<file path="src/rtl/cond_exec_unit_pkg.sv">
// Shared constants for the conditional-execution unit: condition codes,
// NZCV bit positions and the FlagWrite field layout.
package cond_exec_unit_pkg;

    localparam logic [3:0] COND_EQ = 4'b0000;
    localparam logic [3:0] COND_NE = 4'b0001;
    localparam logic [3:0] COND_CS = 4'b0010;
    localparam logic [3:0] COND_CC = 4'b0011;
    localparam logic [3:0] COND_MI = 4'b0100;
    localparam logic [3:0] COND_PL = 4'b0101;
    localparam logic [3:0] COND_VS = 4'b0110;
    localparam logic [3:0] COND_VC = 4'b0111;
    localparam logic [3:0] COND_HI = 4'b1000;
    localparam logic [3:0] COND_LS = 4'b1001;
    localparam logic [3:0] COND_GE = 4'b1010;
    localparam logic [3:0] COND_LT = 4'b1011;
    localparam logic [3:0] COND_GT = 4'b1100;
    localparam logic [3:0] COND_LE = 4'b1101;
    localparam logic [3:0] COND_AL = 4'b1110;
    localparam logic [3:0] COND_NV = 4'b1111;

    localparam int FLAG_N = 3;
    localparam int FLAG_Z = 2;
    localparam int FLAG_C = 1;
    localparam int FLAG_V = 0;

    // FlagWrite bit gi controls the flag pair {2*gi+1, 2*gi}.
    localparam int FW_NZ = 1;
    localparam int FW_CV = 0;

endpackage

</file>
<file path="src/rtl/cond_exec_unit_cond_check.sv">
// Purely combinational decode of a 4-bit condition field against NZCV.
module cond_check
    import cond_exec_unit_pkg::*;
(
    input  logic [3:0] cond,
    input  logic [3:0] flags,
    output logic       cond_ex
);

    logic n, z, c, v;

    assign n = flags[FLAG_N];
    assign z = flags[FLAG_Z];
    assign c = flags[FLAG_C];
    assign v = flags[FLAG_V];

    always_comb begin
        cond_ex = 1'b0;
        case (cond)
            COND_EQ: cond_ex = z;
            COND_NE: cond_ex = ~z;
            COND_CS: cond_ex = c;
            COND_CC: cond_ex = ~c;
            COND_MI: cond_ex = n;
            COND_PL: cond_ex = ~n;
            COND_VS: cond_ex = v;
            COND_VC: cond_ex = ~v;
            COND_HI: cond_ex = c & ~z;
            COND_LS: cond_ex = ~c | z;
            COND_GE: cond_ex = (n == v);
            COND_LT: cond_ex = (n != v);
            COND_GT: cond_ex = ~z & (n == v);
            COND_LE: cond_ex = z | (n != v);
            COND_AL: cond_ex = 1'b1;
            default: cond_ex = 1'b0;
        endcase
    end

endmodule

</file>
<file path="src/rtl/cond_exec_unit.sv">
// Execute-stage condition evaluation, NZCV flags register and the
// Execute/Memory pipeline register carrying condition-gated controls.
module cond_exec_unit
    import cond_exec_unit_pkg::*;
#(
    parameter int DW = 32,
    parameter int RW = 4
) (
    input  logic          clk,
    input  logic          reset,
    input  logic [3:0]    CondE,
    input  logic [3:0]    ALUFlags,
    input  logic [1:0]    FlagWriteE,
    input  logic          RegWriteE,
    input  logic          MemWriteE,
    input  logic          MemtoRegE,
    input  logic          PCSrcE,
    input  logic          BranchE,
    input  logic [DW-1:0] ALUResultE,
    input  logic [DW-1:0] WriteDataE,
    input  logic [RW-1:0] WA3E,
    input  logic          StallE,
    input  logic          FlushE,
    output logic          CondExE,
    output logic          BranchTakenE,
    output logic [3:0]    Flags,
    output logic          RegWriteM,
    output logic          MemWriteM,
    output logic          MemtoRegM,
    output logic          PCSrcM,
    output logic [DW-1:0] ALUResultM,
    output logic [DW-1:0] WriteDataM,
    output logic [RW-1:0] WA3M
);

    logic [1:0] flag_half_reg [2];
    logic       cond_ex;
    logic       flag_upd;

    // Decode uses the registered flags, so ALUFlags never reaches an output
    // combinationally.
    cond_check u_cond_check (
        .cond    (CondE),
        .flags   (Flags),
        .cond_ex (cond_ex)
    );

    assign CondExE      = cond_ex;
    assign BranchTakenE = BranchE & cond_ex & ~FlushE & ~StallE;
    assign flag_upd     = ~StallE & ~FlushE & cond_ex;
    assign Flags        = {flag_half_reg[FW_NZ], flag_half_reg[FW_CV]};

    // NZ and CV halves update independently under their own FlagWrite bit.
    generate
        for (genvar gi = 0; gi < 2; gi++) begin : g_flag_half
            always_ff @(posedge clk) begin
                if (reset) begin
                    flag_half_reg[gi] <= 2'b00;
                end else if (flag_upd && FlagWriteE[gi]) begin
                    flag_half_reg[gi] <= ALUFlags[2*gi+1 -: 2];
                end
            end
        end
    endgenerate

    always_ff @(posedge clk) begin
        if (reset) begin
            RegWriteM  <= 1'b0;
            MemWriteM  <= 1'b0;
            MemtoRegM  <= 1'b0;
            PCSrcM     <= 1'b0;
            ALUResultM <= '0;
            WriteDataM <= '0;
            WA3M       <= '0;
        end else if (!StallE) begin
            if (FlushE) begin
                RegWriteM <= 1'b0;
                MemWriteM <= 1'b0;
                MemtoRegM <= 1'b0;
                PCSrcM    <= 1'b0;
            end else begin
                RegWriteM <= RegWriteE & cond_ex;
                MemWriteM <= MemWriteE & cond_ex;
                MemtoRegM <= MemtoRegE;
                PCSrcM    <= PCSrcE & cond_ex;
            end
            ALUResultM <= ALUResultE;
            WriteDataM <= WriteDataE;
            WA3M       <= WA3E;
        end
    end

endmodule

</file>
<file path="config.mk">
export PLATFORM = sky130hd
export DESIGN_NAME = cond_exec_unit
export DESIGN_NICKNAME = d
export VERILOG_FILES = /design/src/rtl/cond_exec_unit_pkg.sv /design/src/rtl/cond_exec_unit_cond_check.sv /design/src/rtl/cond_exec_unit.sv
export SDC_FILE = /design/constraint.sdc
export NUM_CORES = 1
export LEC_CHECK = 0
export CAP_MARGIN = 20
export CORE_MARGIN = 2
export CORE_UTILIZATION = 39
export DETAILED_ROUTE_END_ITERATION = 10
export GPL_TIMING_DRIVEN = 0
export HOLD_SLACK_MARGIN = 0.05
export PLACE_DENSITY_LB_ADDON = 0.3
export REMOVE_ABC_BUFFERS = 1
export SLEW_MARGIN = 20
export SYNTH_ARGS = -nofsm -noshare
export SYNTH_HDL_FRONTEND = slang
export SYNTH_SLANG_ARGS = --single-unit
</file>
<file path="constraint.sdc">
create_clock -name clk -period 2.1 [get_ports clk]
set_clock_uncertainty 0.15 [all_clocks]
set_input_delay 0.42 -clock clk [delete_from_list [all_inputs] [get_ports clk]]
set_output_delay 0.42 -clock clk [all_outputs]
set_load 0.005 [all_outputs]
</file>
==> results of run 1 <==
power by group through the flow:
stage                     Sequential (W)  Combinational (W)  Clock, W
after CTS                        0.00159           0.000646   0.00101
after detailed placement         0.00162           0.000607         0
after floorplan                  0.00162           0.000165         0
final                            0.00159           0.000660  0.000978
after global placement           0.00161           0.000621         0
after global routing             0.00160           0.000709   0.00108
per-layer routing:
layer	track usage, %	vias to the layer above	wire [um]
met5	0	-	0
met4	8.085	0	139
met3	9.942	11	887
met2	31.62	97	3952
met1	22.74	1237	3382
li1	-	1320	-
cells by family after synthesis:
group / Yosys count / share of synthesized area [%]
compound gates: 19 / 4.613
xor+xnor: 2 / 0.5767
buf+inv: 26 / 4.036
flops: 76 / 51.40
mux: 68 / 22.41
simple gates: 100 / 16.97
placed cells by master (no fill, tap or decap), types with 2 or more instances in the layout:
master and n:
and3b_2 2, clkdlybuf4s50_1 156, edfxtp_1 4, buf_6 5, mux2i_1 68, nor3b_1 2, buf_4 6, o21bai_4 2
clkinv_2 3, o22ai_1 3, nor2b_1 2, clkbuf_8 9, nand3b_1 5, nor4b_4 2, inv_1 3, dfxtp_1 72
nor2_1 71, nor4_4 2, buf_16 2, nand2_1 7, dlygate4sd2_1 2
timing repair:
item,in CTS,in global routing
pin swaps,5,3
gates resized for setup,24,12
buffers inserted,7,2
cloned,0,0
setup endpoints to repair,13,11
metrics by stage:
stage | TNS (ns) | setup WS, ns | total power, W | hold WS (ns) | area, um2
4_1_cts | -1.121 | -0.5064 | 0.003242 | 0.2026 | 5030
5_1_grt | -1.856 | -0.6332 | 0.003386 | 0.2243 | 5085
3_3_place_gp | -231.31 | -4.421 | 0.002233 | 0.3115 | 4696
2_1_floorplan | -0.4795 | -0.2612 | 0.001786 | 0.3195 | 2927
3_5_place_dp | -11.72 | -1.561 | 0.002225 | 0.3177 | 4750
6_report | -1.193 | -0.5693 | 0.003224 | 0.2205 | 5085
cell type report:
| cell class | instances | area, um2 |
|---|---|---|
| Clock buffer | 10 | 127.6 |
| Clock inverter | 6 | 38.79 |
| Fill cell | 610 | 2562 |
| Inverter | 3 | 11.26 |
| Multi-Input combinational cell | 189 | 1434 |
| Sequential cell | 76 | 1562 |
| Tap cell | 102 | 127.6 |
| Timing Repair Buffer | 175 | 1784 |
worst max path at each step:
stage | slack (ns) | start | cells after the start | endpoint
final | -0.57 | flag_half_reg[1][1] | 7 | BranchTakenE
after global routing | -0.63 | flag_half_reg[1][0] | 8 | BranchTakenE
after CTS | -0.51 | flag_half_reg[1][1] | 7 | BranchTakenE
after detailed placement | -1.56 | CondE[3] | 7 | BranchTakenE
after global placement | -4.42 | StallE | 4 | BranchTakenE
after floorplan | -0.26 | flag_half_reg[1][1] | 5 | BranchTakenE
==> impl_metrics.csv, run 1 <==
group,metric,value,unit
min_path,hold_end,"WriteDataM[20]",
logic_synthesis,synth_cell_type_count,38,
logic_synthesis,synth_area_leaders,"dfxtp_1 (47%), mux2i_1 (22%), nor2_1 (8.8%)",
die,rows,32,
setup_path,r2r-end,"flag_half_reg[0][1]",
setup_path,worstRegToRegCells,8,
finish,reg_top3,"ALUResultM x32, WriteDataM x32",
timing,min_period,2.669,ns
timing,rsz0062_at_grt,"yes",
setup_path,cp_data_arrival_time,2.10,ns
clock_network,numCtsBuffers,9,
min_path,hp-class,"input port to register",
timing,timing.fmax,374.6,MHz
finish,n_antenna_cell,0,
finish,final_core_util,66.49,%
die,ios,165,
grt,antenna_found_initial,0,
timing,slew_viol_final,0,
timing,hold_viol_final,0,
timing,fin_crit_sh,127.1,%
power_and_ir_drop,ir_drop,0.4216,mV
power_and_ir_drop,switching_power,0.0008365,W
clock_network,clock_latency,0.35,ns
setup_path,path_cells,"and3b_2, o21ai_2, o2111ai_2, a21oi_4, buf_6, and3b_2, buf_6",
die,initial_utilization,39.73,%
timing,setup_ws,-0.5693,ns
timing,worst_slew_pin_slew,0.6927,ns
setup_path,rr_startpoint,"flag_half_reg[1][0]",
setup_path,cp-start-kind,"register",
logic_synthesis,yosysSeqAreaShare,51.40,%
grt,gr-total-overflow,0,
grt,grt_pass1_wl,13370,um
placed_design,dpl.cell_count,536,
clock_network,tritoncts,"built",
min_path,hp-start,"reset",
die,die_w,92.26,um
clock_network,clock_path_buffers,2,
die,die_h,92.26,um
power_and_ir_drop,pwr-share-seq,49.2,%
die,die_area,8512,um2
routing,vias,2665,
logic_synthesis,postSynth.asyncResetShare,0,%
logic_synthesis,netlist_instances,291,
power_and_ir_drop,p_clk_share,30.3,%
logic_synthesis,synthFlopType,"dfxtp_1",
power_and_ir_drop,comb_power_share,20.5,%
power_and_ir_drop,swShare,25.95,%
clock_network,clk_pin_slew,0.08,ns
routing,vias_per_cell,4.750,
job,cap_violations,0,
clock_network,hold_buffers,0,
outcome,violations,"setup timing",
setup_path,cp-end-kind,"primary output",
clock_network,cts.sinks,76,
setup_path,required,1.53,ns
routing,dr.pass1.iters,4,
logic_synthesis,ys_ff_latch,76,
power_and_ir_drop,p_int,0.002387,W
finish,fin_cells,561,
setup_path,critical_path_class,"register to primary output",
outcome,status,"complete, but fails checks",
logic_synthesis,synth_edf_count,4,
logic_synthesis,synth_top_area_cell,"dfxtp_1",
setup_path,cp_slowest_cell,"edfxtp_1",
setup_path,r2r_setup_slack,-0.06,ns
finish,drive_above_1_share,10.68,%
finish,fin_nets,541,
grt,grt_max_degree,70,
timing,slew_headroom,53.65,%
placed_design,gp_congestion,0.8042,
finish,syn_to_final_growth,67.38,%
logic_synthesis,syn_area_per_cell,10.44,um2
setup_path,crit_fanout,6,
power_and_ir_drop,p_leak,2.121,nW
placed_design,dp_hpwl,5653,um
grt,track_usage,19.89,%
power_and_ir_drop,p_per_area,634.0,nW/um2
logic_synthesis,ys_warn_count,0,
min_path,worstHoldPathCells,2,
routing,wire_per_inst,14.91,um
grt,grt_pass1_vias,2753,
setup_path,cp_slowest_stage_delay,0.52,ns
setup_path,path_buf_inv,2,
routing,drt_iter0_markers,91,
routing,wl,8363,um
routing,ant_nets,0,
clock_network,cts_max_level,3,
placed_design,port_buffers,164,
die,coreArea,7647,um2
logic_synthesis,netlist_top_cells_count,"dfxtp_1 (72), nor2_1 (71), mux2i_1 (68)",
clock_network,root_buffer,"clkbuf_8",
timing,setup_viol_count_final,6,
setup_path,cp_top_family,"flip-flops",
logic_synthesis,synth_most_common_cell,"dfxtp_1",
logic_synthesis,synth_top_area_share,47.45,%
routing,drc,0,
logic_synthesis,synth_area,3038,um2
No activity file was read; power rests on OpenSTA's default activity.
==> run 2, diff against run 1 <==
--- a/config.mk
+++ b/config.mk
@@ -6,14 +6,15 @@
 export NUM_CORES = 1
 export LEC_CHECK = 0
 export CAP_MARGIN = 20
-export CORE_MARGIN = 2
-export CORE_UTILIZATION = 39
+export CELL_PAD_IN_SITES_DETAIL_PLACEMENT = 0
+export CELL_PAD_IN_SITES_GLOBAL_PLACEMENT = 1
+export CORE_MARGIN = 1
+export CORE_UTILIZATION = 28
 export DETAILED_ROUTE_END_ITERATION = 10
 export GPL_TIMING_DRIVEN = 0
 export HOLD_SLACK_MARGIN = 0.05
 export PLACE_DENSITY_LB_ADDON = 0.3
 export REMOVE_ABC_BUFFERS = 1
-export SLEW_MARGIN = 20
 export SYNTH_ARGS = -nofsm -noshare
 export SYNTH_HDL_FRONTEND = slang
 export SYNTH_SLANG_ARGS = --single-unit
==> impl_metrics.csv, run 2 (same netlist as run 1, synthesis figures left out) <==
group,metric,value,unit
timing,timing.fmax,392.5,MHz
timing,hold_viol_final,0,
routing,vias_per_cell,4.511,
setup_path,critical_path_class,"register to primary output",
min_path,worstHoldPathCells,2,
die,die_area,11270,um2
finish,syn_to_final_growth,69.69,%
timing,fin_crit_sh,121.3,%
job,cap_violations,0,
die,rows,37,
routing,drc,0,
power_and_ir_drop,p_per_area,663.8,nW/um2
clock_network,tritoncts,"built",
timing,worst_slew_pin_slew,0.8977,ns
die,coreArea,10420,um2
grt,antenna_found_initial,0,
finish,n_antenna_cell,0,
setup_path,path_buf_inv,2,
clock_network,clock_path_buffers,2,
die,ios,165,
setup_path,cp-start-kind,"register",
finish,final_common_cell,"clkdlybuf4s50_1",
finish,reg_top3,"ALUResultM x32, WriteDataM x32",
routing,wire_per_inst,14.11,um
outcome,violations,"setup timing",
clock_network,clk_pin_slew,0.08,ns
routing,vias,2693,
setup_path,cp_data_arrival_time,1.98,ns
timing,min_period,2.548,ns
finish,fin_cells,597,
setup_path,cp-end-kind,"primary output",
placed_design,placed_area,4761,um2
grt,grt_pass1_wl,13480,um
placed_design,gp_congestion,0.7245,
timing,setup_tns,-0.8416,ns
clock_network,cts_max_level,3,
clock_network,cts.sinks,76,
clock_network,numCtsBuffers,9,
die,initial_utilization,29.17,%
routing,wl,8421,um
clock_network,clock_latency,0.35,ns
timing,slew_headroom,40.15,%
setup_path,worstRegToRegCells,8,
grt,gr-total-overflow,0,
setup_path,rr_startpoint,"flag_half_reg[1][0]",
setup_path,required,1.53,ns
placed_design,dp_hpwl,5382,um
grt,grt_max_degree,82,
clock_network,root_buffer,"clkbuf_8",
setup_path,cp_slowest_stage_delay,0.48,ns
grt,grt_pass1_vias,2744,
power_and_ir_drop,power,0.003422,W
power_and_ir_drop,p_leak,2.119,nW
setup_path,cp_top_family,"compound AO/OA/AOI/OAI gates",
min_path,hold_end,"RegWriteM",
finish,layout_common_cells,"clkdlybuf4s50_1 (157), dfxtp_1 (72), nor2_1 (70)",
routing,drt_iter0_markers,100,
power_and_ir_drop,ir_drop,0.4848,mV
die,die_h,106.2,um
finish,postLayoutCellArea,5155,um2
placed_design,dpl.cell_count,569,
routing,ant_nets,0,
timing,slew_viol_final,0,
setup_path,r2r_setup_slack,-0.02,ns
die,die_w,106.2,um
setup_path,path_cells,"nor2b_2, buf_4, a221oi_4, o311ai_2, a21oi_4, and3b_2, buf_2",
min_path,hp-start,"RegWriteM",
routing,dr.pass1.iters,4,
timing,rsz0062_at_grt,"yes",
finish,fin_nets,543,
outcome,status,"complete, but fails checks",
placed_design,pre_cts_ws,-1.550,ns
setup_path,cp_slowest_cell,"edfxtp_1",
placed_design,port_buffers,164,
grt,track_usage,15.39,%
timing,setup_viol_count_final,4,
setup_path,crit_fanout,5,
finish,drive_above_1_share,11.71,%
timing,setup_ws,-0.4480,ns
setup_path,r2r-end,"flag_half_reg[1][1]",
min_path,hp-class,"register to register",
[run 2: cell count changes in the layout (fill, tap and decap cells not counted), sizes merged]
cell	change
inv	-1
dlymetal6s2s	-1
clkdlybuf4s50	+1
clkinv	-1
bufinv	+1
buf	+3
dlygate4sd2	-1
clkdlybuf4s15	+1
[run 2: cell type report]
| type | count | area (um2) |
|---|---|---|
| clock buffer | 11 | 151.4 |
| clock inverter | 5 | 57.56 |
| fill | 974 | 5261 |
| inverter | 3 | 11.26 |
| multi-input combinational | 189 | 1448 |
| sequential | 76 | 1562 |
| tap | 136 | 170.2 |
| timing repair buffer | 177 | 1755 |
[run 2: tightest hold or removal path, cell delays in order, from the launching register on]
cell and delay, ns:
dfxtp_1 0.32, nand2_1 0.06, o22ai_1 0.06
[run 2: worst max-delay path by stage]
stage                         from           end  slack, ns  depth (start not counted)
2_1_floorplan  flag_half_reg[1][1]  BranchTakenE      -0.26                          5
5_1_grt        flag_half_reg[0][0]  BranchTakenE      -0.55                          7
4_1_cts        flag_half_reg[1][0]  BranchTakenE      -0.44                          7
3_5_place_dp              CondE[3]  BranchTakenE      -1.55                          7
3_3_place_gp                StallE  BranchTakenE      -4.57                          4
6_report       flag_half_reg[1][0]  BranchTakenE      -0.45                          7
[run 2: what timing repair did]
item                       CTS  global route
gates resized for setup     29             7
hold buffers                 0             0
buffers inserted            11             1
setup endpoints to repair   13            10
pin swaps                    9             0
gates cloned                 0             0
[run 2: routing by layer]
metal,GRT usage [%],routed length (um)
met4,6.250,126
met3,7.174,858
met2,24.91,3970
met5,0,0
met1,17.42,3465
[run 2: through the flow]
stage	util, %	hold slack (ns)
5_1_grt	49.49	0.3531
4_1_cts	49.07	0.3323
6_report	49.49	0.3310
2_1_floorplan	-	0.3195
3_5_place_dp	45.71	0.3189
3_3_place_gp	45.49	0.3152
[run 2: power by group]
group	total [W]	internal, W	switching (W)	leakage [nW]
clock	0.00118	0.000617	0.000568	0.110
sequential	0.00158	0.00154	0.0000439	0.636
combinational	0.000657	0.000414	0.000243	1.37
total	0.00342	0.00257	0.000855	2.12
==> run 3, diff against run 2 <==
--- a/config.mk
+++ b/config.mk
@@ -6,10 +6,8 @@
 export NUM_CORES = 1
 export LEC_CHECK = 0
 export CAP_MARGIN = 20
-export CELL_PAD_IN_SITES_DETAIL_PLACEMENT = 0
-export CELL_PAD_IN_SITES_GLOBAL_PLACEMENT = 1
 export CORE_MARGIN = 1
-export CORE_UTILIZATION = 28
+export CORE_UTILIZATION = 39
 export DETAILED_ROUTE_END_ITERATION = 10
 export GPL_TIMING_DRIVEN = 0
 export HOLD_SLACK_MARGIN = 0.05
==> impl_metrics.csv, run 3 (same netlist as run 1, synthesis figures left out) <==
group,metric,value,unit
clock_network,cts.sinks,76,
timing,hold_viol_final,0,
clock_network,clk_pin_slew,0.07,ns
grt,gr-total-overflow,0,
power_and_ir_drop,switching_power,0.0007991,W
finish,final_core_util,68.82,%
die,initial_utilization,41.01,%
grt,antenna_found_initial,0,
finish,fin_nets,542,
timing,worst_slew_pin_slew,0.8303,ns
die,ios,165,
grt,grt_pass1_vias,2822,
setup_path,critical_path_class,"register to primary output",
routing,drt_iter0_markers,87,
placed_design,dp_hpwl,5561,um
finish,syn_to_final_growth,67.83,%
grt,grt_max_degree,82,
power_and_ir_drop,swShare,23.32,%
routing,ant_nets,0,
die,rows,31,
die,coreArea,7408,um2
finish,n_antenna_cell,0,
routing,wire_per_inst,14.87,um
placed_design,gp_congestion,0.7093,
timing,setup_ws,-0.4747,ns
routing,drc,0,
finish,layout_common_cells,"clkdlybuf4s50_1 (156), dfxtp_1 (72), nor2_1 (70)",
finish,drive_above_1_share,10.89,%
finish,final_common_cell,"clkdlybuf4s50_1",
power_and_ir_drop,p_leak,2.134,nW
setup_path,required,1.53,ns
clock_network,hold_buffers,0,
timing,setup_viol_count_final,6,
setup_path,cp-start-kind,"register",
die,die_w,90.26,um
placed_design,pre_cts_ws,-1.545,ns
outcome,status,"complete, but fails checks",
finish,nFillCells,580,
clock_network,clock_latency,0.33,ns
placed_design,dpl.cell_count,532,
job,cap_violations,0,
clock_network,clock_path_buffers,2,
timing,slew_viol_final,0,
power_and_ir_drop,comb_power_share,18.9,%
timing,min_period,2.575,ns
power_and_ir_drop,p_clk_share,34.8,%
routing,vias,2669,
timing,slew_headroom,44.64,%
die,die_area,8147,um2
power_and_ir_drop,ir_drop,0.4120,mV
power_and_ir_drop,p_int,0.002627,W
finish,fin_cells,558,
finish,reg_top3,"ALUResultM x32, WriteDataM x32",
power_and_ir_drop,power,0.003426,W
setup_path,cp-end-kind,"primary output",
outcome,violations,"setup timing",
min_path,hp-class,"register to register",
timing,rsz0062_at_grt,"yes",
routing,dr.pass1.iters,4,
placed_design,port_buffers,164,
timing,setup_tns,-1.008,ns
timing,fin_crit_sh,122.6,%
power_and_ir_drop,pwr-share-seq,46.3,%
routing,wl,8297,um
die,die_h,90.26,um
grt,grt_pass1_wl,13570,um
setup_path,crit_fanout,5,
routing,vias_per_cell,4.783,
clock_network,root_buffer,"clkbuf_8",
clock_network,cts_max_level,3,
clock_network,tritoncts,"built",
timing,timing.fmax,388.4,MHz
grt,track_usage,20.88,%
power_and_ir_drop,p_per_area,672.0,nW/um2
clock_network,numCtsBuffers,9,
setup_path,cp_data_arrival_time,2.00,ns
==> run 3: critical path, cell delays in order, from the launching register on <==
cell and delay (ns):
edfxtp_1 0.48, buf_6 0.16, o21a_1 0.18, a21oi_2 0.15
o311ai_2 0.14, a21oi_4 0.21, and3b_2 0.23, buf_2 0.12
==> run 3: cell type report <==
| cell class | count | area (um2) | share of cell area, % |
|---|---|---|---|
| clock inverters | 3 | 41.29 | 0.8098 |
| well taps | 99 | 123.9 | 2.429 |
| inverters | 3 | 11.26 | 0.2209 |
| repair buffers | 176 | 1757 | 34.45 |
| flip-flops and latches | 76 | 1562 | 30.63 |
| clock buffers | 12 | 176.4 | 3.460 |
| multi-input cells | 189 | 1428 | 28.00 |
==> run 3: what timing repair did <==
action	4_1_cts	5_1_grt
cloned	0	0
resized for setup	26	7
pin swaps	6	2
hold endpoints to repair	0	0
buffers inserted	9	3
setup endpoints to repair	13	11
==> run 3: path summary, 6_finish.rpt <==
path	startpoint	depth (start not counted)	to	slack [ns]
hold / removal	PCSrcM	2	PCSrcM	0.34
hold reg to reg	PCSrcM	2	PCSrcM	0.34
setup / recovery	flag_half_reg[0][0]	7	BranchTakenE	-0.47
setup reg to reg	flag_half_reg[1][0]	9	flag_half_reg[1][0]	-0.06
==> run 3: power by group through the flow <==
stage / Clock [W] / Sequential, W / Combinational, W
2_1_floorplan: 0 / 0.00162 / 0.000165
6_report: 0.00119 / 0.00158 / 0.000648
4_1_cts: 0.00123 / 0.00158 / 0.000640
3_3_place_gp: 0 / 0.00161 / 0.000621
5_1_grt: 0.00129 / 0.00160 / 0.000696
3_5_place_dp: 0 / 0.00162 / 0.000602
==> run 3: per-stage QoR <==
stage                     instance area, um2  hold WS [ns]
after floorplan                         2927        0.3195
after global placement                  4692        0.3140
after detailed placement                4715        0.3190
after CTS                               5051        0.3312
after global routing                    5099        0.3722
final                                   5099        0.3356
==> run 3: metal layers <==
layer	vias up	GRT usage, %	part of all wire [%]
met5	-	0	0
li1	1312	-	-
met2	114	35.69	49
met3	9	9.007	10
met1	1234	23.21	40
met4	0	6.989	1.2
